===== config.mk =====
export PLATFORM = sky130hd
export DESIGN_NAME = illness_treatment_ctrl
export DESIGN_NICKNAME = d
export VERILOG_FILES = /design/src/rtl/illness_ctrl_pkg.sv /design/src/rtl/tick_downcounter.sv /design/src/rtl/illness_treatment_ctrl.sv
export SDC_FILE = /design/constraint.sdc
export NUM_CORES = 1
export LEC_CHECK = 0
export BUFFER_PORTS_ARGS = -buffer_cell sky130_fd_sc_hd__clkbuf_2
export CAP_MARGIN = 30
export CORE_MARGIN = 5
export CORE_UTILIZATION = 47
export CTS_BUF_LIST = sky130_fd_sc_hd__clkbuf_2 sky130_fd_sc_hd__clkbuf_4 sky130_fd_sc_hd__clkbuf_8
export CTS_CLUSTER_DIAMETER = 150
export DETAILED_ROUTE_END_ITERATION = 12
export PLACE_DENSITY = 0.84
export SYNTH_ARGS = -nofsm -noshare
export SYNTH_HDL_FRONTEND = slang
export SYNTH_SLANG_ARGS = --single-unit

===== constraint.sdc =====
create_clock -name clk -period 1.3 [get_ports clk]
set_input_delay 0.195 -clock clk [delete_from_list [all_inputs] [get_ports clk]]
set_output_delay 0.195 -clock clk [all_outputs]
set_load 0.01 [all_outputs]

===== src/rtl/illness_ctrl_pkg.sv =====
// -----------------------------------------------------------------------------
// illness_ctrl_pkg
// Shared definitions for the illness treatment sequencer:
//   - state_t       : FSM state encodings (also visible on the top's state port)
//   - res_bundle_t  : request/response bundle, ordered {inc, dec, fast, setval}
//   - pass_through  : regulator-to-resource pass-through rule
// No ports (package).
// -----------------------------------------------------------------------------
package illness_ctrl_pkg;

  typedef enum logic [1:0] {
    ST_IDLE     = 2'b00,
    ST_DOSE     = 2'b01,
    ST_COOLDOWN = 2'b10,
    ST_OVERDOSE = 2'b11
  } state_t;

  // Bit positions inside a {inc, dec, fast, setval} bundle.
  localparam int unsigned BIT_INC    = 3;
  localparam int unsigned BIT_DEC    = 2;
  localparam int unsigned BIT_FAST   = 1;
  localparam int unsigned BIT_SETVAL = 0;

  typedef logic [3:0] res_bundle_t;

  localparam res_bundle_t BUNDLE_NONE     = 4'b0000;
  localparam res_bundle_t BUNDLE_SETVAL   = 4'b0001;
  localparam res_bundle_t BUNDLE_DOSE     = 4'b0110;  // dec + fast
  localparam res_bundle_t BUNDLE_OVERDOSE = 4'b1010;  // inc + fast

  // Regulator pass-through: setval wins outright; conflicting inc/dec cancel
  // each other while fast is still forwarded.
  function automatic res_bundle_t pass_through(input res_bundle_t req);
    res_bundle_t r;
    r = req;
    if (req[BIT_SETVAL]) begin
      r = BUNDLE_SETVAL;
    end else if (req[BIT_INC] && req[BIT_DEC]) begin
      r[BIT_INC] = 1'b0;
      r[BIT_DEC] = 1'b0;
    end else begin
      r = req;
    end
    return r;
  endfunction

endpackage


===== src/rtl/tick_downcounter.sv =====
// -----------------------------------------------------------------------------
// tick_downcounter
// Loadable CNT_W-bit down-counter that saturates at zero (never wraps).
// Ports:
//   clk, rst_n  : clock, asynchronous active-low reset (clears to 0)
//   load        : load load_val (takes precedence over dec)
//   load_val    : value to load
//   dec         : decrement by one when nonzero
//   value       : current count
//   zero        : count is zero
// -----------------------------------------------------------------------------
module tick_downcounter #(
  parameter int CNT_W = 5
) (
  input  logic             clk,
  input  logic             rst_n,
  input  logic             load,
  input  logic [CNT_W-1:0] load_val,
  input  logic             dec,
  output logic [CNT_W-1:0] value,
  output logic             zero
);

  localparam logic [CNT_W-1:0] CNT_ONE = CNT_W'(1);

  // Count register: load beats decrement; decrement stops at zero.
  always_ff @(posedge clk or negedge rst_n) begin
    if (!rst_n) begin
      value <= '0;
    end else if (load) begin
      value <= load_val;
    end else if (dec && !zero) begin
      value <= value - CNT_ONE;
    end else begin
      value <= value;
    end
  end

  assign zero = (value == '0);

endmodule


===== src/rtl/illness_treatment_ctrl.sv =====
// -----------------------------------------------------------------------------
// illness_treatment_ctrl
// Sequencer between the illness regulator and the 9-bit illness resource.
// In IDLE/COOLDOWN, regulator requests pass through on each tick. A medicine
// action while ill starts a timed fast-decrement dose, followed by a cooldown;
// medicine during cooldown is an overdose (timed fast-increment).
//
// Optional build macro: TREATMENT_STATS_EN adds saturating 8-bit dose_count
// and overdose_count outputs.
//
// Ports:
//   clk, rst_n               : clock, asynchronous active-low reset
//   tick                     : one-cycle resource update strobe
//   medicine                 : one-cycle medicine action pulse
//   ill                      : current ill flag
//   illness_level[1:0]       : illness[8:7] from the resource
//   reg_inc/dec/fast/setval  : regulator requests
//   res_inc/dec/fast/setval  : registered requests to the resource (1 clk)
//   state[1:0]               : current FSM state
//   overdose                 : high while in OVERDOSE
//   dose_count[7:0]          : (TREATMENT_STATS_EN) IDLE->DOSE entries
//   overdose_count[7:0]      : (TREATMENT_STATS_EN) COOLDOWN->OVERDOSE entries
// -----------------------------------------------------------------------------
module illness_treatment_ctrl
  import illness_ctrl_pkg::*;
#(
  parameter int DOSE_TICKS     = 8,
  parameter int COOLDOWN_TICKS = 16,
  parameter int CNT_W          = 5
) (
  input  logic       clk,
  input  logic       rst_n,
  input  logic       tick,
  input  logic       medicine,
  input  logic       ill,
  input  logic [1:0] illness_level,
  input  logic       reg_inc,
  input  logic       reg_dec,
  input  logic       reg_fast,
  input  logic       reg_setval,
  output logic       res_inc,
  output logic       res_dec,
  output logic       res_fast,
  output logic       res_setval,
  output logic [1:0] state,
  output logic       overdose
`ifdef TREATMENT_STATS_EN
  ,
  output logic [7:0] dose_count,
  output logic [7:0] overdose_count
`endif
);

  localparam logic [CNT_W-1:0] DOSE_LOAD     = CNT_W'(DOSE_TICKS);
  localparam logic [CNT_W-1:0] COOLDOWN_LOAD = CNT_W'(COOLDOWN_TICKS);
  localparam logic [CNT_W-1:0] CNT_ONE       = CNT_W'(1);

  state_t           cur_state;
  state_t           next_state;
  res_bundle_t      req;
  res_bundle_t      res_next;
  res_bundle_t      res_q;
  logic             overdose_q;
  logic             cnt_load;
  logic [CNT_W-1:0] cnt_load_val;
  logic             cnt_dec;
  logic [CNT_W-1:0] cnt_value;
  logic             cnt_zero;
  logic             last_tick;

  assign req = {reg_inc, reg_dec, reg_fast, reg_setval};

  // A tick now drives the counter to zero (or it is already there).
  assign last_tick = cnt_zero || (cnt_value == CNT_ONE);

  tick_downcounter #(
    .CNT_W (CNT_W)
  ) u_cnt (
    .clk      (clk),
    .rst_n    (rst_n),
    .load     (cnt_load),
    .load_val (cnt_load_val),
    .dec      (cnt_dec),
    .value    (cnt_value),
    .zero     (cnt_zero)
  );

  // Next-state, counter control and next resource bundle.
  always_comb begin
    next_state   = cur_state;
    res_next     = BUNDLE_NONE;
    cnt_load     = 1'b0;
    cnt_load_val = DOSE_LOAD;
    cnt_dec      = 1'b0;

    case (cur_state)
      ST_IDLE: begin
        if (tick) begin
          res_next = pass_through(req);
        end else begin
          res_next = BUNDLE_NONE;
        end
        if (medicine && ill) begin
          next_state   = ST_DOSE;
          cnt_load     = 1'b1;
          cnt_load_val = DOSE_LOAD;
        end else begin
          next_state = ST_IDLE;
        end
      end

      ST_DOSE: begin
        if (tick) begin
          res_next = BUNDLE_DOSE;
          cnt_dec  = 1'b1;
          // Early exit when illness is already low; the dec still goes out.
          if (last_tick || (illness_level == 2'b00)) begin
            next_state   = ST_COOLDOWN;
            cnt_load     = 1'b1;
            cnt_load_val = COOLDOWN_LOAD;
          end else begin
            next_state = ST_DOSE;
          end
        end else begin
          next_state = ST_DOSE;
        end
      end

      ST_COOLDOWN: begin
        if (tick) begin
          res_next = pass_through(req);
          cnt_dec  = 1'b1;
        end else begin
          res_next = BUNDLE_NONE;
        end
        // Medicine beats expiry on the same edge.
        if (medicine) begin
          next_state   = ST_OVERDOSE;
          cnt_load     = 1'b1;
          cnt_load_val = DOSE_LOAD;
        end else if (tick && last_tick) begin
          next_state = ST_IDLE;
        end else begin
          next_state = ST_COOLDOWN;
        end
      end

      ST_OVERDOSE: begin
        if (tick) begin
          res_next = BUNDLE_OVERDOSE;
          cnt_dec  = 1'b1;
          if (last_tick) begin
            next_state   = ST_COOLDOWN;
            cnt_load     = 1'b1;
            cnt_load_val = COOLDOWN_LOAD;
          end else begin
            next_state = ST_OVERDOSE;
          end
        end else begin
          next_state = ST_OVERDOSE;
        end
      end

      default: begin
        next_state = ST_IDLE;
      end
    endcase

    // setval wins in every state; counter behaviour above is unaffected.
    if (tick && reg_setval) begin
      res_next = BUNDLE_SETVAL;
    end else begin
      res_next = res_next;
    end
  end

  // State, resource outputs and overdose flag registers.
  always_ff @(posedge clk or negedge rst_n) begin
    if (!rst_n) begin
      cur_state  <= ST_IDLE;
      res_q      <= BUNDLE_NONE;
      overdose_q <= 1'b0;
    end else begin
      cur_state  <= next_state;
      res_q      <= res_next;
      overdose_q <= (next_state == ST_OVERDOSE);
    end
  end

  assign res_inc    = res_q[BIT_INC];
  assign res_dec    = res_q[BIT_DEC];
  assign res_fast   = res_q[BIT_FAST];
  assign res_setval = res_q[BIT_SETVAL];
  assign state      = cur_state;
  assign overdose   = overdose_q;

`ifdef TREATMENT_STATS_EN
  logic [7:0] dose_cnt;
  logic [7:0] od_cnt;

  // Saturating counts of dose and overdose entries.
  always_ff @(posedge clk or negedge rst_n) begin
    if (!rst_n) begin
      dose_cnt <= 8'd0;
      od_cnt   <= 8'd0;
    end else begin
      if ((cur_state == ST_IDLE) && (next_state == ST_DOSE) && (dose_cnt != 8'hFF)) begin
        dose_cnt <= dose_cnt + 8'd1;
      end else begin
        dose_cnt <= dose_cnt;
      end
      if ((cur_state == ST_COOLDOWN) && (next_state == ST_OVERDOSE) && (od_cnt != 8'hFF)) begin
        od_cnt <= od_cnt + 8'd1;
      end else begin
        od_cnt <= od_cnt;
      end
    end
  end

  assign dose_count     = dose_cnt;
  assign overdose_count = od_cnt;
`endif

endmodule


Yosys cells after proc, flatten, opt, wreduce, memory -nomap -nowiden
Cells that the tools add are included.
{"block": "totals", "latchBits": 0, "output_inout_bits": 7, "wordCells": 55, "mem_bits_rw": 0, "ff_bits": 12, "romBits": 0, "mem_count": 0, "inputBits": 11}
{"block": "op_classes", "n_div": 0, "n_lt_le_gt_ge": 0, "mux": 31, "bitwise": 0, "add_sub_neg": 1, "eq_ne": 5, "n_mul": 0, "n_reduce_logical": 14, "shift": 0}
{"operator": "5-bit 2-to-1 mux", "n": 6}
{"operator": "4-bit 2-to-1 mux", "n": 4}
{"operator": "5-bit case mux with 3 select lines", "n": 1}
{"operator": "2-bit 2-to-1 mux", "n": 6}
{"operator": "4-bit case mux with 3 select lines", "n": 1}
{"operator": "1-bit 2-to-1 mux", "n": 10}
{"operator": "2-bit case mux with 4 select lines", "n": 1}
{"operator": "2-bit equality test, second input constant", "n": 3}
{"operator": "5-bit by 1-bit equality test with 1-bit output, second input constant", "n": 1}
{"operator": "1-bit logical AND", "n": 5}
{"operator": "5-bit logical NOT", "n": 1}
{"operator": "5-bit by 1-bit subtractor with 5-bit output, second input constant", "n": 1}
{"operator": "2-bit logical NOT", "n": 2}
{"operator": "1-bit case mux with 4 select lines", "n": 1}
{"operator": "3-bit 2-to-1 mux", "n": 1}
{"operator": "3-bit OR reduction", "n": 1}
{"operator": "2-bit by 1-bit equality test with 1-bit output, second input constant", "n": 1}
{"operator": "1-bit logical OR", "n": 2}
{"operator": "2-bit nonzero test", "n": 1}
{"operator": "2-bit OR reduction", "n": 1}
{"operator": "1-bit logical NOT", "n": 1}

Depth between registers and ports, before layout
Gate-level depths: netlist (run 1).
{"block": "logic_depth", "depth_word": 7, "depth_mapped": 6, "ltp_nobuf": 6}

Modules after synthesis
From an unflattened synthesis (run 1), not the netlist that was laid out.
{"block": "hier_totals", "hier_cells": 74, "area_unflattened_um2": 716.9}
{"mod": "illness_treatment_ctrl", "n_inst": 1, "seq_area_each_um2": 175.2, "area_per_inst_um2": 412.9, "cells_each": 42}
{"mod": "tick_downcounter", "n_inst": 1, "seq_area_each_um2": 125.1, "area_per_inst_um2": 304.0, "cells_each": 32}

Least setup slack after synthesis (run 1)
Ideal clock, no wire load.
{"block": "synth_path", "path_kind": "flip-flop to flip-flop", "startpoint": "register u_cnt.value[0]", "endpoint": "register u_cnt.value[4]", "stages_incl_launch_ff": 7, "period_less_slack_ps": 1405, "required_time_ps": 1168, "path_slack_ps": -105, "setup_time_ps": 132, "path_buffers": 0, "t_arrival_ps": 1272, "cell_sequence": "dfrtp_1 inv_1 ha_1 nor4b_4 nor4_1 xnor2_1 o21ai_1"}
{"block": "synth_between", "elab_chain_cells": 7, "elab_cells_between_ends": 20, "classes_between": "add/sub (1); eq/ne (1); mux (12); reduce/logical (6)"}
{"element": "start, declared", "line": "tick_downcounter.sv:20", "source": "output logic [CNT_W-1:0] value,"}
{"element": "start signal, assigned", "line": "tick_downcounter.sv:31", "source": "value <= load_val;"}
{"element": "start signal, assigned", "line": "tick_downcounter.sv:33", "source": "value <= value - CNT_ONE;"}
{"element": "start signal, assigned", "line": "tick_downcounter.sv:35", "source": "value <= value;"}
{"element": "5-bit by 1-bit equality test with 1-bit output / 5-bit logical NOT (equally long branches)", "line": "illness_treatment_ctrl.sv:74, tick_downcounter.sv:39"}
{"element": "1-bit logical OR", "line": "illness_treatment_ctrl.sv:74", "source": "assign last_tick = cnt_zero || (cnt_value == CNT_ONE);"}
{"element": "1-bit logical OR", "line": "illness_treatment_ctrl.sv:117", "source": "if (last_tick || (illness_level == 2'b00)) begin"}
{"element": "1-bit 2-to-1 mux / 5-bit 2-to-1 mux (equally long branches)", "line": "illness_treatment_ctrl.sv:117"}
{"element": "1-bit 2-to-1 mux / 5-bit 2-to-1 mux (equally long branches)", "line": "illness_treatment_ctrl.sv:113", "source": "if (tick) begin"}
{"element": "1-bit case mux with 4 select lines / 5-bit case mux with 3 select lines (equally long branches)", "line": "illness_treatment_ctrl.sv:96", "source": "case (cur_state)"}
{"element": "5-bit 2-to-1 mux / 2-bit nonzero test (equally long branches)"}
Parallel ways exist; a longest one is shown, timed or not. The select of a mux whose other input is x is not followed.
A chain may end at the register's enable or synchronous reset.

Final worst setup path (run 1)
{"block": "layout_path", "startpoint": "register u_cnt.value[1]", "endpoint": "register u_cnt.value[3]"}
Same word-level chain as after synthesis.

==> reports/results.md, run 1 <==
| Result | This run |
|:---|:---|
| Result of the run | complete, but fails checks |
| Violations in the final reports | negative setup slack |
| Data required time at the worst endpoint | 1.45 ns |
| Final standard cell utilization of the core | 73.85% |
| Capturing element type of the critical path | register |
| Critical Path Max Stage Delay | 0.39 ns |
| Clock period minus worst slack | 1.443 ns |
| Post-Syn Nets | 79 |
| Largest vdd supply drop | 0.001477 V |
| Slowest cell on the critical path | dfrtp_1 |
| Post-route antenna net violation count | 0 |
| Reg area | 301.5 um^2 |
| # setup viols final | 5 |
| Sequential fraction of the synthesis area | 46.60% |
| Clock slew seen by the registers of the worst setup and hold paths | 0.08 ns |
| Global-route wire length before repair | 2546 um |
| Relative max-transition margin | 75.42% |
| Number of max-slew violations in the final report | 0 |
| CTS tree | done |
| Initial antenna violation count | 0 |
| First-pass detailed-route iteration total | 4 |
| Final routed DRC violation total | 0 |
| Global-route total usage across every layer | 16.89% |
| Critical setup path kind | register to register |
| Initial DRC count | 11 |
| Buffer levels on the longest clock path | 2 |
| Post-route worst setup slack | -0.1430 ns |
| Number of I/O port buffers | 17 |
| Synth Instances | 65 |
| Synthesized area | 644.4 um^2 |
| Static Leakage | 0.4702 nW |
| Filler cell count | 95 |
| Number of cells in the finished layout apart from fillers | 114 |
| Hold Fails Final Rpt | 0 |
| Post-Place Setup Slack | -0.1879 ns |
| Clock sink count | 12 |
| Tcrit/Tclk final | 111.0% |
| Layout cells sized above 1 | 48.48% |
| Final RePlAce weighted congestion | 0.8154 |
| Count of synthesis-stage warnings from yosys | 0 |
| Number of nets in the layout | 114 |
| Final HPWL from detailed placement | 1061 um |
| Maximum number of pins on one net before global-route repair | 13 |
| Slew @ Worst Pin | 0.3670 ns |
| Clock tree skew after final layout | 0.001616 ns |
| Vias in the first global route | 632 |
| Total number of vias | 590 |
| Antenna Diode Count | 0 |
| Critical Path, Cell by Cell | inv_2 > ha_4 > nor4b_4 > buf_6 > nor3_4 > xnor2_1 > a21boi_1 |
| Gr ovfl total | 0 |
| Cts bufs inserted | 3 |
| Path type of the worst min-delay path | input pin to register |
| Library cells used by synthesis | 25 |
| Core area | 0.001301 mm^2 |
| Top achievable clock speed | 693.0 MHz |
| Sum of routed wire length over all layers | 1558 um |
| Average routed wire per standard cell | 13.67 um |
| Peak fanout along the critical path | 4 |
| Power per standard cell area | 2038 mW/mm^2 |
| Setup repair after global routing missed its margin | true |
| Detailed-route vias per instance | 5.175 |
| Arrival time at the worst endpoint | 1.60 ns |
| Starting Density | 49.52% |
| Multi-input combinational cell area | 389.1 um^2 |
| Startpoint Class | register |
| CTS Root Cell | clkbuf_4 |
| Area of the die | 0.002211 mm^2 |
| Number of max-capacitance violations reported | 0 |
| Worst skew pair latency | 0.27 ns |
| Die X | 47.03 um |
| Standard-cell rows | 13 |
| I/O pin cnt | 18 |
| Number of cells after detailed placement | 105 |
| FF+latch count, synth | 12 |
| Synthesized area per cell | 9.913 um^2 |
| Htree depth | 1 |
| Die Height | 47.03 um |
| Area Overhead vs Synth | 49.13% |
## what timing repair did
| action | in CTS | in global routing |
|---|---|---|
| pin swaps | 3 | 7 |
| endpoints found under the hold margin | 12 | 0 |
| cloned | 0 | 0 |
| buffers inserted | 1 | 3 |
| endpoints found under the setup margin | 5 | 8 |
| hold buffers | 1 | 0 |
| resized for setup | 4 | 9 |
## routing by layer
layer  global-route usage (%)  vias to the layer above  routed length (um)
met2                    26.83                       12                 813
li1                         -                      295                   -
met3                    4.981                        7                  48
met4                    11.60                        0                  50
met1                    19.43                      276                 645
met5                        0                        -                   0
## cells in the mapped netlist (all sizes together)
cell type / count / area (um^2)
nor3b: 2 / 15.01
a22oi: 2 / 15.01
o211ai: 2 / 15.01
or3: 1 / 6.260
a21oi: 4 / 20.02
and2: 2 / 12.51
xnor2: 4 / 35.03
inv: 5 / 18.77
nor2b: 1 / 6.260
a211oi: 1 / 7.510
o21ai: 3 / 15.01
o211a: 2 / 20.02
nor4: 1 / 6.260
nor2: 12 / 45.04
a21boi: 1 / 7.510
nand2: 1 / 3.750
ha: 3 / 37.54
nor4b: 1 / 23.77
buf: 1 / 5.000
dfrtp: 12 / 300.3
nor3: 2 / 15.01
o21a: 1 / 7.510
nand2b: 1 / 6.260
## critical path, delay by kind of cell (launching register included)
kind	cells	cell delay, ns
XOR/XNOR	1	0.17
buffers and inverters	2	0.27
AND/OR/NAND/NOR	2	0.25
flip-flops	1	0.39
adder cells (fa/ha/maj)	1	0.15
AO/OA/AOI/OAI	1	0.09
## area by class of cell
type	count	share of cell area, %
multi-input combinational	47	40.49
clock buffer	4	3.776
inverter	5	1.953
timing repair buffer	31	20.44
sequential	12	31.38
tap	15	1.953
## cell usage in the layout (no fill, tap or decap), types with 2 or more instances in the layout
master	instances
a21oi_1	4
and2_1	2
buf_4	12
clkbuf_2	17
clkbuf_4	3
dfrtp_1	11
ha_1	2
inv_1	3
inv_2	2
nor2_1	10
nor3b_1	2
o211a_1	2
o211ai_1	2
o21ai_1	2
xnor2_1	3
## cell families (layout without fill, tap and decap cells)
| group | after synthesis | after routing | share of synthesized area [%] |
|---|---|---|---|
| compound gates | 16 | 16 | 16.70 |
| buf+inv | 6 | 40 | 3.689 |
| simple gates | 24 | 24 | 21.75 |
| fa+ha+maj | 3 | 3 | 5.826 |
| xor+xnor | 4 | 4 | 5.436 |
| flops | 12 | 12 | 46.60 |
## flip-flops by register name (all words and copies together) (netlist names)
signal	flops
state	2
u_cnt.value	5
overdose	1
res_q	4
## stage by stage
stage	power, mW	setup TNS (ns)	hold WS, ns	cell area, um^2
finish	1.958	-0.4769	0.1403	960.9
global route	2.131	-1.162	0.1400	960.9
CTS	1.825	-0.6926	0.1362	895.9
detailed placement	1.419	-0.8602	0.09554	827.0
global placement	1.403	-0.6130	0.09030	827.0
floorplan	1.124	-0.1534	-0.1006	660.6
## power by group
group          switching (mW)  internal [mW]
clock network           0.130          0.170
logic                   0.492          0.536
registers               0.129          0.501
## path summary, 6_finish.rpt
kind / to / slack (ns) / startpoint / cells past startpoint
max in group asynchronous: u_cnt.value[2] / 0.67 / rst_n / 2
setup / recovery: u_cnt.value[3] / -0.14 / u_cnt.value[1] / 7
setup reg to reg: u_cnt.value[3] / -0.14 / u_cnt.value[1] / 7
min in group asynchronous: u_cnt.value[4] / 0.38 / rst_n / 2
hold reg to reg: res_q[3] / 0.65 / state[1] / 2
hold / removal: res_q[0] / 0.14 / reg_setval / 2
No activity file was read; power rests on OpenSTA's default activity.
==> inputs of run 2 (changes only) <==
--- a/config.mk
+++ b/config.mk
@@ -16,3 +16,4 @@
 export SYNTH_ARGS = -nofsm -noshare
 export SYNTH_HDL_FRONTEND = slang
 export SYNTH_SLANG_ARGS = --single-unit
+export TNS_END_PERCENT = 20
==> reports/results.md, run 2 (synthesized netlist as in run 1, its figures left out) <==
| Result | This run | Change |
|:---|:---|:---|
| Met1 global-route usage | 20.62% | +1.2 points |
| Number of max-capacitance violations reported | 0 | unchanged |
| Antenna Diode Count | 0 | unchanged |
| Final routed DRC violation total | 0 | unchanged |
| Post-route worst setup slack | -0.1542 ns | -0.01122 ns |
| Final RePlAce weighted congestion | 0.8536 | +4.7% |
| CTS Root Cell | clkbuf_4 |  |
| Depth of the worst register-to-register path | 7 | unchanged |
| Gr ovfl total | 0 | unchanged |
| I/O pin cnt | 18 | unchanged |
| Die X | 47.03 um | unchanged |
| Result of the run | complete, but fails checks |  |
| Core area | 0.001301 mm^2 | unchanged |
| Tcrit/Tclk final | 111.9% | +0.86 points |
| Number of flip-flops in the largest register | 5 | unchanged |
| Largest register by flop count | u_cnt.value |  |
| Post-route antenna net violation count | 0 | unchanged |
| Slew @ Worst Pin | 0.3759 ns | +0.008862 ns |
| Hold Path Cell Cnt | 3 | +1 |
| Final-layout worst hold slack | 0.1280 ns | -0.01229 ns |
| Area Overhead vs Synth | 48.35% |  |
| Critical Path, Cell by Cell | inv_2 > ha_4 > nor4b_4 > buf_6 > nor3_2 > xnor2_1 > a21boi_2 |  |
| Detailed-route vias per instance | 5.211 | +0.68% |
| Maximum number of pins on one net before global-route repair | 13 | unchanged |
| Buffer levels on the longest clock path | 2 | unchanged |
| Average routed wire per standard cell | 14.46 um | +5.8% |
| Power per standard cell area | 2020 mW/mm^2 | -0.87% |
| Sum of negative setup slack | -0.6367 ns | -0.1598 ns |
| CTS tree | done |  |
| Global-route total usage across every layer | 18.15% | +1.3 points |
| Violations in the final reports | negative setup slack |  |
| Clock sink count | 12 | unchanged |
| Initial antenna violation count | 0 | unchanged |
| Capturing element type of the critical path | register |  |
| Most used routing layer in global routing | met2 |  |
| Relative max-transition margin | 74.83% | -0.59 points |
| Peak fanout along the critical path | 4 | unchanged |
| Critical Path Max Stage Delay | 0.41 ns | +0.02 ns |
| Met3 capacity usage during global routing | 2.682% | -2.3 points |
| Sum of routed wire length over all layers | 1648 um | +5.8% |
| Clock period minus worst slack | 1.454 ns | +0.01122 ns |
| Top achievable clock speed | 687.7 MHz | -0.77% |
| Number of nets in the layout | 115 | +0.88% |
| Starting Density | 49.52% | unchanged |
| Layout cells sized above 1 | 50.51% | +2.0 points |
| Data required time at the worst endpoint | 1.46 ns | about the same |
| Hold Fails Final Rpt | 0 | unchanged |
| Htree depth | 1 | unchanged |
| Most common library cell in the layout ignoring fill and taps | clkbuf_2 |  |
| Top library cells by usage in the layout, fill and taps aside | 17 x clkbuf_2, 13 x buf_4, 11 x nor2_1, 11 x dfrtp_1 |  |
| Fraction of met2 tracks used by global routing | 29.81% | +3.0 points |
| Global-route wire length before repair | 2615 um | +2.7% |
| Arrival time at the worst endpoint | 1.61 ns | about the same |
| Setup repair after global routing missed its margin | true |  |
| Die Height | 47.03 um | unchanged |
| Worst skew pair latency | 0.28 ns | about the same |
| # setup viols final | 6 | +1 |
| Initial DRC count | 9 | -2 |
| Critical setup path kind | register to register |  |
| Vias in the first global route | 604 | -4.4% |
| Largest vdd supply drop | 0.001273 V | -14% |
| Path type of the worst min-delay path | input pin to register |  |
| Total number of vias | 594 | +0.68% |
| Cts bufs inserted | 3 | unchanged |
| Clock tree skew after final layout | 0.001206 ns | -0.0004106 ns |
| Number of I/O port buffers | 17 | unchanged |
| Area of the die | 0.002211 mm^2 | unchanged |
| Sum of internal, switching and leakage power | 1.931 mW | -1.4% |
| Static Leakage | 0.4665 nW | -0.79% |
| Clock slew seen by the registers of the worst setup and hold paths | 0.07 ns | about the same |
| Standard-cell rows | 13 | unchanged |
| First-pass detailed-route iteration total | 4 | unchanged |
| Number of max-slew violations in the final report | 0 | unchanged |
| Slowest cell on the critical path | dfrtp_1 |  |
| Startpoint Class | register |  |
| Final HPWL from detailed placement | 1181 um | +11% |
==> run 2: layer usage <==
| metal | part of all wire [%] | up-vias |
|---|---|---|
| li1 | - | 295 |
| met5 | 0 | - |
| met3 | 4.2 | 7 |
| met1 | 41 | 274 |
| met2 | 51 | 18 |
| met4 | 3.6 | 0 |
==> run 2: cell type report <==
class	count	area (um^2)
sequential	12	301.5
fill	89	345.3
clock buffer	3	22.52
multi-input combinational	47	390.4
tap	15	18.77
inverter	5	18.77
timing repair buffer	32	203.9
==> run 2: per-stage QoR <==
stage               worst slack, ns  cell area, um^2  instances  util [%]
floorplan                  -0.04193            660.6         65         -
global placement            -0.1250            842.1        107     64.71
detailed placement          -0.1765            842.1        107     64.71
CTS                         -0.1063            919.6        113     70.67
global route                -0.2113            955.9        114     73.46
finish                      -0.1542            955.9        114     73.46
==> run 2: worst paths after layout <==
path	endpoint	slack, ns	from
hold / removal	res_q[1]	0.13	reg_fast
setup / recovery	u_cnt.value[3]	-0.15	u_cnt.value[1]
max in group asynchronous	u_cnt.value[2]	0.71	rst_n
setup reg to reg	u_cnt.value[3]	-0.15	u_cnt.value[1]
min in group asynchronous	u_cnt.value[3]	0.34	rst_n
hold reg to reg	res_q[3]	0.66	state[1]
==> run 2: worst max-delay path: cells and delay by family, from the launching register on <==
kind,cells,cell delay [ns]
flops,1,0.41
buf+inv,2,0.27
simple gates,2,0.25
xor+xnor,1,0.19
fa+ha+maj,1,0.15
compound gates,1,0.07
==> run 2: what timing repair did <==
item | CTS | global route
hold buffers | 1 | 0
gates resized for setup | 7 | 7
gates cloned | 0 | 0
endpoints found under the setup margin | 8 | 8
endpoints found under the hold margin | 12 | 0
setup buffers | 2 | 1
pin swaps | 1 | 9
==> run 2: where the power goes <==
group / switching [mW] / total, mW / leakage (nW) / internal, mW
Sequential: 0.154 / 0.654 / 0.139 / 0.500
Combinational: 0.484 / 1.04 / 0.314 / 0.557
Clock: 0.128 / 0.236 / 0.0138 / 0.108
Total: 0.766 / 1.93 / 0.466 / 1.17
